==> config.mk <==
export PLATFORM = sky130hd
export DESIGN_NAME = fb_pingpong_arbiter
export DESIGN_NICKNAME = d
export VERILOG_FILES = /design/src/rtl/fb_pingpong_arbiter_pkg.sv /design/src/rtl/fb_clear_engine.sv /design/src/rtl/fb_pingpong_arbiter.sv
export SDC_FILE = /design/constraint.sdc
export NUM_CORES = 1
export LEC_CHECK = 0
export CORE_MARGIN = 10
export CORE_UTILIZATION = 38
export DETAILED_ROUTE_END_ITERATION = 6
export PLACE_DENSITY = 0.87
export SLEW_MARGIN = 20
export SYNTH_ARGS = -nofsm -noshare
export SYNTH_HDL_FRONTEND = slang
export SYNTH_SLANG_ARGS = --single-unit
==> constraint.sdc <==
create_clock -name clkRD -period 1.7 [get_ports clkRD]
set_input_delay 0.17 -clock clkRD [delete_from_list [all_inputs] [get_ports clkRD]]
set_output_delay 0.17 -clock clkRD [all_outputs]
set_load 0.005 [all_outputs]
==> src/rtl/fb_pingpong_arbiter_pkg.sv <==
// Shared definitions for the ping-pong frame-buffer arbiter and its clear engine.
// FB_ADDR_WIDTH matches the BRAM address width used by hdmiController.
package fb_pingpong_arbiter_pkg;

    localparam int FB_ADDR_WIDTH = 19;

    localparam logic BUF0 = 1'b0;
    localparam logic BUF1 = 1'b1;

    typedef enum logic [1:0] {
        CLEAR,
        DRAW,
        DONE
    } draw_state_t;

endpackage

==> src/rtl/fb_clear_engine.sv <==
// Sweeps a counter over every used buffer location, one per cycle, to blank the draw buffer.
// Comes out of reset busy so the first draw buffer is cleared without an explicit start.
module fb_clear_engine
    import fb_pingpong_arbiter_pkg::*;
#(
    parameter int ADDR_WIDTH = FB_ADDR_WIDTH,
    parameter int DEPTH      = 524288
) (
    input  logic                  clkRD,
    input  logic                  rst_n,
    input  logic                  start,
    output logic                  busy,
    output logic                  done,
    output logic [ADDR_WIDTH-1:0] addr
);

    localparam logic [ADDR_WIDTH-1:0] LAST = ADDR_WIDTH'(DEPTH - 1);

    logic [ADDR_WIDTH-1:0] count;
    logic                  busy_q;

    // The counter parks at 0 when idle so a restart always begins at location 0.
    always_ff @(posedge clkRD or negedge rst_n) begin
        if (!rst_n) begin
            count  <= '0;
            busy_q <= 1'b1;
        end else if (start) begin
            count  <= '0;
            busy_q <= 1'b1;
        end else if (busy_q) begin
            if (count == LAST) begin
                count  <= '0;
                busy_q <= 1'b0;
            end else begin
                count <= count + 1'b1;
            end
        end
    end

    assign busy = busy_q;
    assign done = busy_q && (count == LAST);
    assign addr = count;

endmodule

==> src/rtl/fb_pingpong_arbiter.sv <==
// Ping-pong sequencing of two 1-bit frame-buffer BRAMs: clear, draw, then swap on a frame boundary.
// BRAM controls are combinational; the BRAMs sample them on the falling clock edge.
module fb_pingpong_arbiter
    import fb_pingpong_arbiter_pkg::*;
#(
    parameter int ADDR_WIDTH = FB_ADDR_WIDTH,
    parameter int DEPTH      = 524288
) (
    input  logic                  clkRD,
    input  logic                  rst_n,
    input  logic                  frame_start,
    input  logic                  wr_req,
    input  logic [ADDR_WIDTH-1:0] wr_addr,
    input  logic                  wr_data,
    input  logic                  wr_last,
    output logic                  wr_ready,
    input  logic                  rd_en,
    input  logic [ADDR_WIDTH-1:0] rd_addr,
    output logic                  rd_data,
    output logic                  rd_valid,
    output logic                  EN0,
    output logic                  WE0,
    output logic [ADDR_WIDTH-1:0] addrB0,
    output logic                  EN1,
    output logic                  WE1,
    output logic [ADDR_WIDTH-1:0] addrB1,
    output logic                  WD,
    input  logic                  RD0,
    input  logic                  RD1,
    output logic                  disp_sel,
    output logic                  frame_valid,
    output logic                  addr_err
);

    localparam logic [ADDR_WIDTH:0] DEPTH_EXT = (ADDR_WIDTH + 1)'(DEPTH);

    draw_state_t           state;
    draw_state_t           state_next;
    logic                  clr_start;
    logic                  clr_busy;
    logic                  clr_done;
    logic [ADDR_WIDTH-1:0] clr_addr;
    logic                  draw_sel;
    logic                  addr_ok;
    logic                  swap;
    logic                  rd_sel;
    logic                  draw_en;
    logic                  draw_we;
    logic [ADDR_WIDTH-1:0] draw_addr;
    logic                  draw_wd;

    fb_clear_engine #(
        .ADDR_WIDTH(ADDR_WIDTH),
        .DEPTH     (DEPTH)
    ) u_clear (
        .clkRD(clkRD),
        .rst_n(rst_n),
        .start(clr_start),
        .busy (clr_busy),
        .done (clr_done),
        .addr (clr_addr)
    );

    assign draw_sel = (disp_sel == BUF0) ? BUF1 : BUF0;
    assign addr_ok  = {1'b0, wr_addr} < DEPTH_EXT;
    assign swap     = (state == DONE) && frame_start;
    assign wr_ready = (state == DRAW);

    always_ff @(posedge clkRD or negedge rst_n) begin
        if (!rst_n) begin
            state <= CLEAR;
        end else begin
            state <= state_next;
        end
    end

    // wr_last wins over a coincident frame_start: the swap waits for the next frame.
    always_comb begin
        state_next = state;
        clr_start  = 1'b0;
        case (state)
            CLEAR: if (clr_done) state_next = DRAW;
            DRAW:  if (wr_req && wr_last) state_next = DONE;
            DONE: begin
                if (frame_start) begin
                    state_next = CLEAR;
                    clr_start  = 1'b1;
                end
            end
            default: state_next = CLEAR;
        endcase
    end

    always_ff @(posedge clkRD or negedge rst_n) begin
        if (!rst_n) begin
            disp_sel    <= BUF0;
            frame_valid <= 1'b0;
            addr_err    <= 1'b0;
            rd_valid    <= 1'b0;
            rd_sel      <= BUF0;
        end else begin
            if (swap) begin
                disp_sel    <= draw_sel;
                frame_valid <= 1'b1;
            end
            if ((state == DRAW) && wr_req && !addr_ok) begin
                addr_err <= 1'b1;
            end
            rd_valid <= rd_en;
            rd_sel   <= disp_sel;
        end
    end

    always_comb begin
        draw_en   = 1'b0;
        draw_we   = 1'b0;
        draw_addr = clr_addr;
        draw_wd   = 1'b0;
        case (state)
            CLEAR: begin
                draw_en = clr_busy;
                draw_we = clr_busy;
            end
            DRAW: begin
                if (wr_req && addr_ok) begin
                    draw_en   = 1'b1;
                    draw_we   = 1'b1;
                    draw_addr = wr_addr;
                    draw_wd   = wr_data;
                end
            end
            default: ;
        endcase
    end

    // Reset gates the enables combinationally so a BRAM never sees a stray write while rst_n is low.
    always_comb begin
        if (draw_sel == BUF0) begin
            EN0    = draw_en;
            WE0    = draw_we;
            addrB0 = draw_addr;
            EN1    = rd_en;
            WE1    = 1'b0;
            addrB1 = rd_addr;
        end else begin
            EN0    = rd_en;
            WE0    = 1'b0;
            addrB0 = rd_addr;
            EN1    = draw_en;
            WE1    = draw_we;
            addrB1 = draw_addr;
        end
        if (!rst_n) begin
            EN0 = 1'b0;
            WE0 = 1'b0;
            EN1 = 1'b0;
            WE1 = 1'b0;
        end
    end

    assign WD      = draw_wd;
    assign rd_data = rd_valid && frame_valid && ((rd_sel == BUF1) ? RD1 : RD0);

endmodule

==> results of run 1 <==
critical path, cell delays in order, from the launching register on:
cell     delay, ps
dfrtp_1        390
and2b_4        400
nand2_8        120
buf_6          140
mux2_4         300
mux2_4         290
buf_6          120
layer usage:
layer,vias to the layer above,share of wire,track usage
li1,1115,-,-
met1,1205,0.35,0.206
met2,144,0.49,0.327
met3,42,0.10,0.0759
met4,0,0.051,0.0810
met5,-,0,0
sequential cells by signal, summed over array words and instances, names as in the netlist:
register      count
u_clear.addr     19
state             2
disp_sel          1
frame_valid       1
rd_sel            1
rd_valid          1
u_clear.busy      1
how the worst min path moves through the flow:
| stage | endpoint | slack, ps |
|---|---|---|
| 2_1_floorplan | disp_sel | -130 |
| 3_3_place_gp | rd_valid | 410 |
| 3_5_place_dp | rd_valid | 400 |
| 4_1_cts | rd_sel | 100 |
| 5_1_grt | rd_valid | 100 |
| 6_report | rd_valid | 90 |
repair_timing:
item,CTS,global route
buffers inserted,27,22
pin swaps,9,17
gates cloned,3,0
resized for setup,249,59
hold buffers,0,0
endpoints found under the setup margin,48,61
placed cells by master, fill, tap and decap left out, types with 2 or more instances in the layout:
cell type and n:
buf_6 58, clkdlybuf4s50_1 49, buf_4 47, mux2_4 29
mux2_2 28, dfrtp_1 22, nand2_1 15, buf_2 15
nor2_1 12, a21oi_2 6, xor2_1 6, nand3_1 5
nand4_1 5, or4_4 4, o21ai_0 4, a21oi_1 4
xnor2_1 4, nand2_8 3, inv_1 3, nand3_2 3
nand3_4 3, o31ai_1 3, clkbuf_8 3, dfrtp_2 3
mux2i_1 2, and3_1 2, and2_1 2, nor3_2 2
nor2b_1 2, and3_4 2, or3_4 2, a31oi_1 2
o21ai_2 2, dlymetal6s2s_1 2
final cells by class:
cell class,instances,area (um2),share of cell area
Clock buffer,3,41.3,0.00990
Clock inverter,1,30.0,0.00720
Inverter,3,11.3,0.00270
Tap cell,70,87.6,0.0210
Multi-Input combinational cell,175,1720,0.412
Timing Repair Buffer,173,1630,0.390
Sequential cell,26,656,0.157
kinds of logic (layout without fill, tap and decap cells):
logic type / Yosys count / count (layout) / share of synthesized area
simple gates: 74 / 77 / 0.196
xor+xnor: 10 / 10 / 0.0429
mux: 60 / 60 / 0.329
flops: 26 / 26 / 0.319
buf+inv: 14 / 180 / 0.0300
fa+ha+maj: 1 / 1 / 0.00612
compound gates: 26 / 26 / 0.0753
other cells: 1 / 1 / 0.00184
power groups by stage:
stage                     combinational [uW]  sequential, uW  clock (uW)
after floorplan                          844             873           0
after global placement                  1760             914           0
after detailed placement                1800             919           0
after CTS                               1900             921         528
after global routing                    2250             967         558
final                                   2100             949         544
through the flow:
stage                     instance area [um2]  TNS (ps)  hold WS (ps)  instances  power, uW
final                                    4170    -19460          88.6        451       3590
after global routing                     4170    -22000           101        451       3780
after CTS                                3780    -17250           100        432       3350
after detailed placement                 3310    -18630           399        398       2720
after global placement                   3310    -17830           406        398       2670
after floorplan                          2080     -3.99          -126        212       1720
==> qor.yml, run 1 <==
dpl.hpwl_mm: 5.23
grt_max_degree: 26
fin_nets: 430
grtUsageTotal: 0.192
die-area_um2: 8710
min_period_ps: 2220
path_max_fanout: 5
synth.distinct_cells: 38
intPower_uw: 2350
fmaxAchievable_mhz: 450
synthTopCellsByCount: "57 x mux2_2, 25 x dfrtp_1, 16 x nand2_1"
diodes: 0
synth_warnings: 0
final_util: 0.806
port_buffers: 94
cts-htree-levels: 1
placementRows: 26
drt_wl_total_mm: 9.75
finClkSkew_ps: 6.08
failed_checks: "setup timing"
dieHeight_um: 93.3
dp_worst_setup_slack_ps: -490
drt_pass1_iterations: 4
r2r_cells: 4
ys_seq_area_frac: 0.319
power.leakage_uw: 0.00191
criticalPathCategory: "flip-flop to primary output"
synth_top_cell_by_area: "mux2_2"
finalCritPeriodShare: 1.31
worst-r2r-setup-slack_ps: -330
synth_most_common_cell: "mux2_2"
worst_ir_drop_vdd_v: 0.000763
regToRegStartpoint: "u_clear.addr[9]"
hold_violations: 0
path_clk_slew_ps: 100
p_clk_frac: 0.152
syn_area_um2: 2040
start_kind: "flip-flop"
clk_latency_ps: 290
synthArstFlopShare: 1.00
setup_viol: 50
synthTopCellsByArea: "mux2_2 31%, dfrtp_1 31%, nand2_1 2.9%"
start_util: 0.395
cts.sink_count: 26
worstPathArrival_ps: 2050
final_max_slew_viol_count: 0
synthesis.nets: 260
syn_avg_cell_area_um2: 9.64
ys_seq_elements: 26
finalWeightedCongestion: 0.894
fillers: 289
worstPathRequired_ps: 1530
cts_buffers: 3
p_per_area_nw_per_um2: 861
ant_nets: 0
cts_tree: "done"
area_growth_pct: 104
avgViaCountPerCell: 5.56
hp-class: "input port to async pin"
critPathCapture: "addrB1[7]"
p_seq_frac: 0.264
dieWidth_um: 93.3
vias: 2506
wire_per_inst_um: 21.6
route.detailed.drc: 0
drive_gt1_frac: 0.601
cts_root_buf: "clkbuf_8"
core_um2: 5170
io_pins: 96
drv_cap: 0
rsz0062_at_grt: "yes"
startpoint: "state[1]"
syn_inst: 212
pwr-share-comb: 0.584
drt_iter0_drc: 155
synth_edf_count: 0
cts.path.max_buffers: 2
grt_pass1_vias: 2664
gr-total-overflow: 0
synth_ff_type: "dfrtp_1"
antenna_found_initial: 0
r2r_end: "u_clear.addr[17]"
netlist.area_leader.share: 0.314
switchingPower_uw: 1250
grt_pass1_wl_mm: 13.5
status: "complete, but fails checks"
critPathCaptureType: "primary output"
p_sw_frac: 0.347
fin_ws_ps: -523
No activity file was read; power rests on OpenSTA's default activity.
==> run 2, diff against run 1 <==
--- a/config.mk
+++ b/config.mk
@@ -5,9 +5,10 @@
 export SDC_FILE = /design/constraint.sdc
 export NUM_CORES = 1
 export LEC_CHECK = 0
-export CORE_MARGIN = 10
+export CORE_MARGIN = 2
 export CORE_UTILIZATION = 38
 export DETAILED_ROUTE_END_ITERATION = 6
+export MAX_ROUTING_LAYER = met4
 export PLACE_DENSITY = 0.87
 export SLEW_MARGIN = 20
 export SYNTH_ARGS = -nofsm -noshare
==> run 2 against run 1 <==
Against the previous run: the run still ends with setup timing left; first-iteration DRC count is 15% lower; power is 9.0% lower; cell count is 2.2% lower; clock power is 21% lower; non-clock buffer count is 9 lower; via count is 3.3% lower; count of clock-buffer cells in the layout is 1 higher; clock skew is 2.2 ps lower; critical endpoint is now addrB1[9]; largest cell class unchanged; largest power group unchanged; highest routed layer unchanged.
==> qor.yml, run 2 (synthesis results as in run 1) <==
criticalPathCategory: "flip-flop to primary output"
final_util: 0.754  # -0.0528
regToRegStartpoint: "u_clear.addr[15]"
largest_reg_flops: 19  # unchanged
tns_ps: -15810  # +3650 ps
drt_iter0_drc: 131  # -15%
dieWidth_um: 77.3  # -17%
cts.sink_count: 26  # unchanged
final_common_cell: "buf_4"
dp_worst_setup_slack_ps: -474  # +16.0 ps
setup_viol: 47  # -6.0%
cts_buffers: 3  # unchanged
p_clk_frac: 0.131  # -0.021
grtUsageMet2: 0.378  # +0.0517
switchingPower_uw: 1180  # -5.6%
fmaxAchievable_mhz: 455  # +1.1%
finalWeightedCongestion: 0.896  # +0.22%
worst-r2r-setup-slack_ps: -200  # +130 ps
area_growth_pct: 89.6
grtUsageMet1: 0.264  # +0.0586
r2r_end: "u_clear.addr[17]"
worstPathArrival_ps: 2030  # -20 ps
fin_area_um2: 3870  # -7.1%
pwr-share-comb: 0.574  # -0.010
io_pins: 96  # unchanged
final_max_slew_viol_count: 0  # unchanged
mostFrequentLayoutCells: "50 x buf_4, 49 x clkdlybuf4s50_1, 40 x clkbuf_2"
worst_ir_drop_vdd_v: 0.000685  # -10%
ant_nets: 0  # unchanged
hold_violations: 0  # unchanged
holdWs_ps: 90.9  # +2.28 ps
vias: 2424  # -3.3%
critPathCaptureType: "primary output"
fillers: 356  # +23%
p_sw_frac: 0.360  # +0.0132
drt_wl_total_mm: 8.06  # -17%
placed_area_um2: 3310  # unchanged
avgViaCountPerCell: 5.50  # -1.1%
status: "complete, but fails checks"
fin_ws_ps: -498  # +24.8 ps
p_seq_frac: 0.295  # +0.031
grt_pass1_vias: 2253  # -15%
finClkSkew_ps: 3.93  # -2.15 ps
cts_root_buf: "clkbuf_8"
power.leakage_uw: 0.00179  # -6.2%
cts_tree: "done"
wire_per_inst_um: 18.3  # -15%
grt_pass1_wl_mm: 10.5  # -23%
fin_nets: 420  # -2.3%
port_buffers: 94  # unchanged
diodes: 0  # unchanged
core_um2: 5140  # -0.63%
start_kind: "flip-flop"
worstPathRequired_ps: 1530  # about the same
p_per_area_nw_per_um2: 843  # -2.1%
grt_max_degree: 26  # unchanged
clk_latency_ps: 290  # about the same
drt_pass1_iterations: 4  # unchanged
intPower_uw: 2090  # -11%
cts-htree-levels: 1  # unchanged
antenna_found_initial: 0  # unchanged
route.detailed.drc: 0  # unchanged
rsz0062_at_grt: "yes"
cts.path.max_buffers: 2  # unchanged
dieHeight_um: 77.3  # -17%
dpl.hpwl_mm: 4.52  # -14%
drive_gt1_frac: 0.590  # -0.0108
die-area_um2: 5980  # -31%
r2r_cells: 4  # unchanged
failed_checks: "setup timing"
finalCritPeriodShare: 1.29  # -0.0146
ctsHoldBuffers: 0  # unchanged
hp-class: "input port to async pin"
grtUsageTotal: 0.221  # +0.0292
busiest_layer: "met2"
placementRows: 26  # unchanged
gr-total-overflow: 0  # unchanged
grt.met3_usage: 0.0388  # -0.0371
path_max_fanout: 5  # unchanged
drv_cap: 0  # unchanged
min_period_ps: 2200  # -24.8 ps
start_util: 0.398  # +0.00250
path_clk_slew_ps: 90  # about the same
==> run 2: cell count changes in the layout (fill, tap and decap cells not counted), sizes merged <==
cell | before | now
buf | 121 | 73
bufinv | 1 | 0
clkbuf | 3 | 44
clkdlybuf4s15 | 1 | 0
nand2 | 19 | 18
==> run 2: power by group through the flow <==
stage / clock network, uW / logic (uW) / registers, uW
floorplan: 0 / 844 / 873
global placement: 0 / 1720 / 917
detailed placement: 0 / 1770 / 923
CTS: 413 / 1780 / 926
global route: 453 / 2010 / 984
finish: 429 / 1870 / 964
==> run 2: through the flow <==
| stage | instances | power, uW |
|---|---|---|
| 3_5_place_dp | 398 | 2690 |
| 3_3_place_gp | 398 | 2640 |
| 2_1_floorplan | 212 | 1720 |
| 4_1_cts | 406 | 3120 |
| 6_report | 441 | 3270 |
| 5_1_grt | 441 | 3450 |
==> run 2: layer usage <==
| layer | vias to the layer above | share of wire |
|---|---|---|
| met2 | 114 | 0.51 |
| met4 | 0 | 0.035 |
| met1 | 1185 | 0.41 |
| li1 | 1102 | - |
| met3 | 23 | 0.054 |
| met5 | - | 0 |
==> run 2: final cells by class <==
class | instances | area [um2] | area share
multi-input combinational | 174 | 1700 | 0.438
timing repair buffer | 164 | 1360 | 0.351
sequential | 26 | 661 | 0.171
tap | 70 | 87.6 | 0.0226
clock buffer | 4 | 55.1 | 0.0142
inverter | 3 | 11.3 | 0.00291
==> run 2: worst max-delay path, cell delays in order (launching register included) <==
cell	delay [ps]
dfrtp_1	380
and2b_4	350
buf_6	150
nand2_8	80
buf_6	140
mux2_2	260
mux2_2	260
clkbuf_2	120
==> run 2: worst max path at each step <==
stage                             from               end  slack (ps)  cells past startpoint
after floorplan           u_clear.busy  u_clear.addr[18]          -4                      5
after global placement          wr_req         addrB0[0]        -460                      5
after detailed placement        wr_req         addrB0[0]        -470                      5
after CTS                     state[1]        addrB1[15]        -630                      5
after global routing          state[1]         addrB0[9]        -550                      7
final                         state[1]         addrB1[9]        -500                      7
==> run 2: what timing repair did <==
item	CTS	global route
cloned	1	1
endpoints found under the setup margin	51	59
pin swaps	11	18
resized for setup	45	160
buffers inserted	3	34
==> run 3, diff against run 2 <==
--- a/config.mk
+++ b/config.mk
@@ -5,12 +5,12 @@
 export SDC_FILE = /design/constraint.sdc
 export NUM_CORES = 1
 export LEC_CHECK = 0
-export CORE_MARGIN = 2
 export CORE_UTILIZATION = 38
 export DETAILED_ROUTE_END_ITERATION = 6
 export MAX_ROUTING_LAYER = met4
 export PLACE_DENSITY = 0.87
-export SLEW_MARGIN = 20
+export SETUP_SLACK_MARGIN = 0.4
+export SLEW_MARGIN = 15
 export SYNTH_ARGS = -nofsm -noshare
 export SYNTH_HDL_FRONTEND = slang
 export SYNTH_SLANG_ARGS = --single-unit
==> run 3 against run 2 <==
Against the previous run: the flow still finishes with violations (setup timing); combinational power grew 25%; power up 13%; highest routed layer unchanged; critical endpoint is now addrB1[10]; core utilization is 5.6 points higher; fmax shrank 0.56%; via count is 0.58% lower.
==> qor.yml, run 3 (synthesis results as in run 1) <==
diodes: 0  # unchanged
final_max_slew_viol_count: 0  # unchanged
fin_ws_ps: -511  # -12.4 ps
fillers: 325  # -8.7%
finalCritPeriodShare: 1.30  # +0.00730
route.detailed.drc: 0  # unchanged
clk_latency_ps: 290  # about the same
drt_iter0_drc: 66  # -50%
largest_reg_flops: 19  # unchanged
regToRegStartpoint: "u_clear.busy"
path_clk_slew_ps: 90  # about the same
p_per_area_nw_per_um2: 883  # +4.8%
worst_ir_drop_vdd_v: 0.000695  # +1.5%
fin_nets: 419  # -0.24%
startpoint: "state[1]"
vias: 2410  # -0.58%
cts_tree: "done"
dr.max_layer_used: "met4"
area_growth_pct: 104
rsz0062_at_grt: "yes"
routed-wl-met2_mm: 4.27  # +4.7%
gr-total-overflow: 0  # unchanged
fmaxAchievable_mhz: 452  # -0.56%
worstPathRequired_ps: 1530  # about the same
start_kind: "flip-flop"
cts_buffers: 3  # unchanged
avgViaCountPerCell: 5.48  # -0.35%
slowest_delay_ps: 390  # about the same
hold_violations: 0  # unchanged
wl_met1_mm: 3.08  # -5.9%
grt_pass1_vias: 2269  # +0.71%
cts_root_buf: "clkbuf_8"
min_period_ps: 2210  # +12.4 ps
grtUsageTotal: 0.255  # +0.0340
criticalPathCategory: "flip-flop to primary output"
cts.path.max_buffers: 2  # unchanged
dpl.hpwl_mm: 4.44  # -1.8%
drive_gt1_frac: 0.627  # +0.0367
critPathCaptureType: "primary output"
io_pins: 96  # unchanged
failed_checks: "setup timing"
status: "complete, but fails checks"
drt_pass1_iterations: 5  # +1
routed-wl-met3_um: 470  # +8.8%
finalWeightedCongestion: 0.817  # -8.7%
antenna_found_initial: 0  # unchanged
p_seq_frac: 0.260  # -0.035
intPower_uw: 2370  # +14%
final_common_cell: "clkdlybuf4s50_1"
relSlewSlack: 0.630
pwr-share-comb: 0.634  # +0.060
setup_viol: 41  # -13%
worstPathArrival_ps: 2040  # about the same
p_clk_frac: 0.106  # -0.025
placementRows: 26  # unchanged
mostFrequentLayoutCells: "46 x clkdlybuf4s50_1, 42 x mux2_4, 39 x buf_4"
dieWidth_um: 75.3  # -2.6%
slowest_stage: "dfrtp_1"
dp_worst_setup_slack_ps: -528  # -53.9 ps
start_util: 0.398  # unchanged
finClkSkew_ps: 5.41  # +1.48 ps
die-area_um2: 5670  # -5.1%
r2r_cells: 5  # +1
grt_max_degree: 28  # +7.7%
dieHeight_um: 75.3  # -2.6%
cts-htree-levels: 1  # unchanged
cts.sink_count: 26  # unchanged
r2r_end: "u_clear.addr[18]"
finalPower_uw: 3680  # +13%
wire_per_inst_um: 18.5  # +1.2%
ant_nets: 0  # unchanged
drt_wl_total_mm: 8.14  # +0.94%
switchingPower_uw: 1300  # +11%
hp-class: "input port to async pin"
grt_pass1_wl_mm: 10.3  # -1.3%
path_cells: "and2b_4 -> buf_6 -> nand2_4 -> mux2_4 -> mux2_2 -> clkdlybuf4s15_1"
drv_cap: 0  # unchanged
path_max_fanout: 4  # -1
core_um2: 5140  # unchanged
power.leakage_uw: 0.00192  # +7.2%
p_sw_frac: 0.355  # -0.00547
port_buffers: 94  # unchanged
tightest_slew_ps: 556
worst-r2r-setup-slack_ps: -100  # +100 ps
run 3: changes by cell type in the layout (fill, tap and decap cells not counted), moves of 5 or more:
cell,previous run,this run
buf_4,50,39
buf_6,20,32
clkbuf_2,40,23
mux2_2,29,15
mux2_4,28,42
nor2_1,13,8
nor2_4,0,5
run 3: cell type report:
| type | instances | area (um2) | area share |
|---|---|---|---|
| Clock buffer | 4 | 45.0 | 0.0108 |
| Inverter | 3 | 11.3 | 0.00271 |
| Multi-Input combinational cell | 174 | 1840 | 0.441 |
| Sequential cell | 26 | 666 | 0.160 |
| Tap cell | 70 | 87.6 | 0.0210 |
| Timing Repair Buffer | 163 | 1520 | 0.364 |
run 3: worst max-delay path: cells and delay by family (launching register included):
family        cells  cell delay (ps)
mux               2              610
buf+inv           2              350
simple gates      2              390
flops             1              390
run 3: worst max-delay path by stage:
stage | to | cells past startpoint
5_1_grt | addrB1[18] | 7
6_report | addrB1[10] | 6
3_3_place_gp | addrB1[2] | 5
4_1_cts | addrB0[7] | 5
3_5_place_dp | addrB0[7] | 5
2_1_floorplan | addrB1[10] | 5
run 3: repair_timing:
action / in CTS / in global routing
hold buffers: 0 / 0
setup buffers: 17 / 27
endpoints found under the setup margin: 67 / 67
resized for setup: 119 / 124
pin swaps: 17 / 13
gates cloned: 1 / 1
run 3: layer usage:
metal,vias to the layer above,GRT usage
met1,1164,0.266
met5,-,-
met3,24,0.0331
met4,0,0.123
li1,1108,-
met2,114,0.471
run 3: power groups by stage:
stage	registers (uW)	clock network (uW)	logic [uW]
after floorplan	897	0	954
after global routing	973	410	2480
final	956	391	2330
after global placement	942	0	1820
after CTS	935	387	2030
after detailed placement	945	0	1870
run 3: per-stage QoR:
step | cell area [um2] | TNS [ps] | util | std cells | hold slack (ps)
6_report | 4160 | -16290 | 0.810 | 440 | 98.6
4_1_cts | 3740 | -19220 | 0.729 | 412 | 90.6
5_1_grt | 4160 | -18180 | 0.810 | 440 | 110
3_5_place_dp | 3410 | -19300 | 0.664 | 390 | 401
2_1_floorplan | 2240 | 0 | - | 212 | -126
3_3_place_gp | 3410 | -18430 | 0.664 | 390 | 398
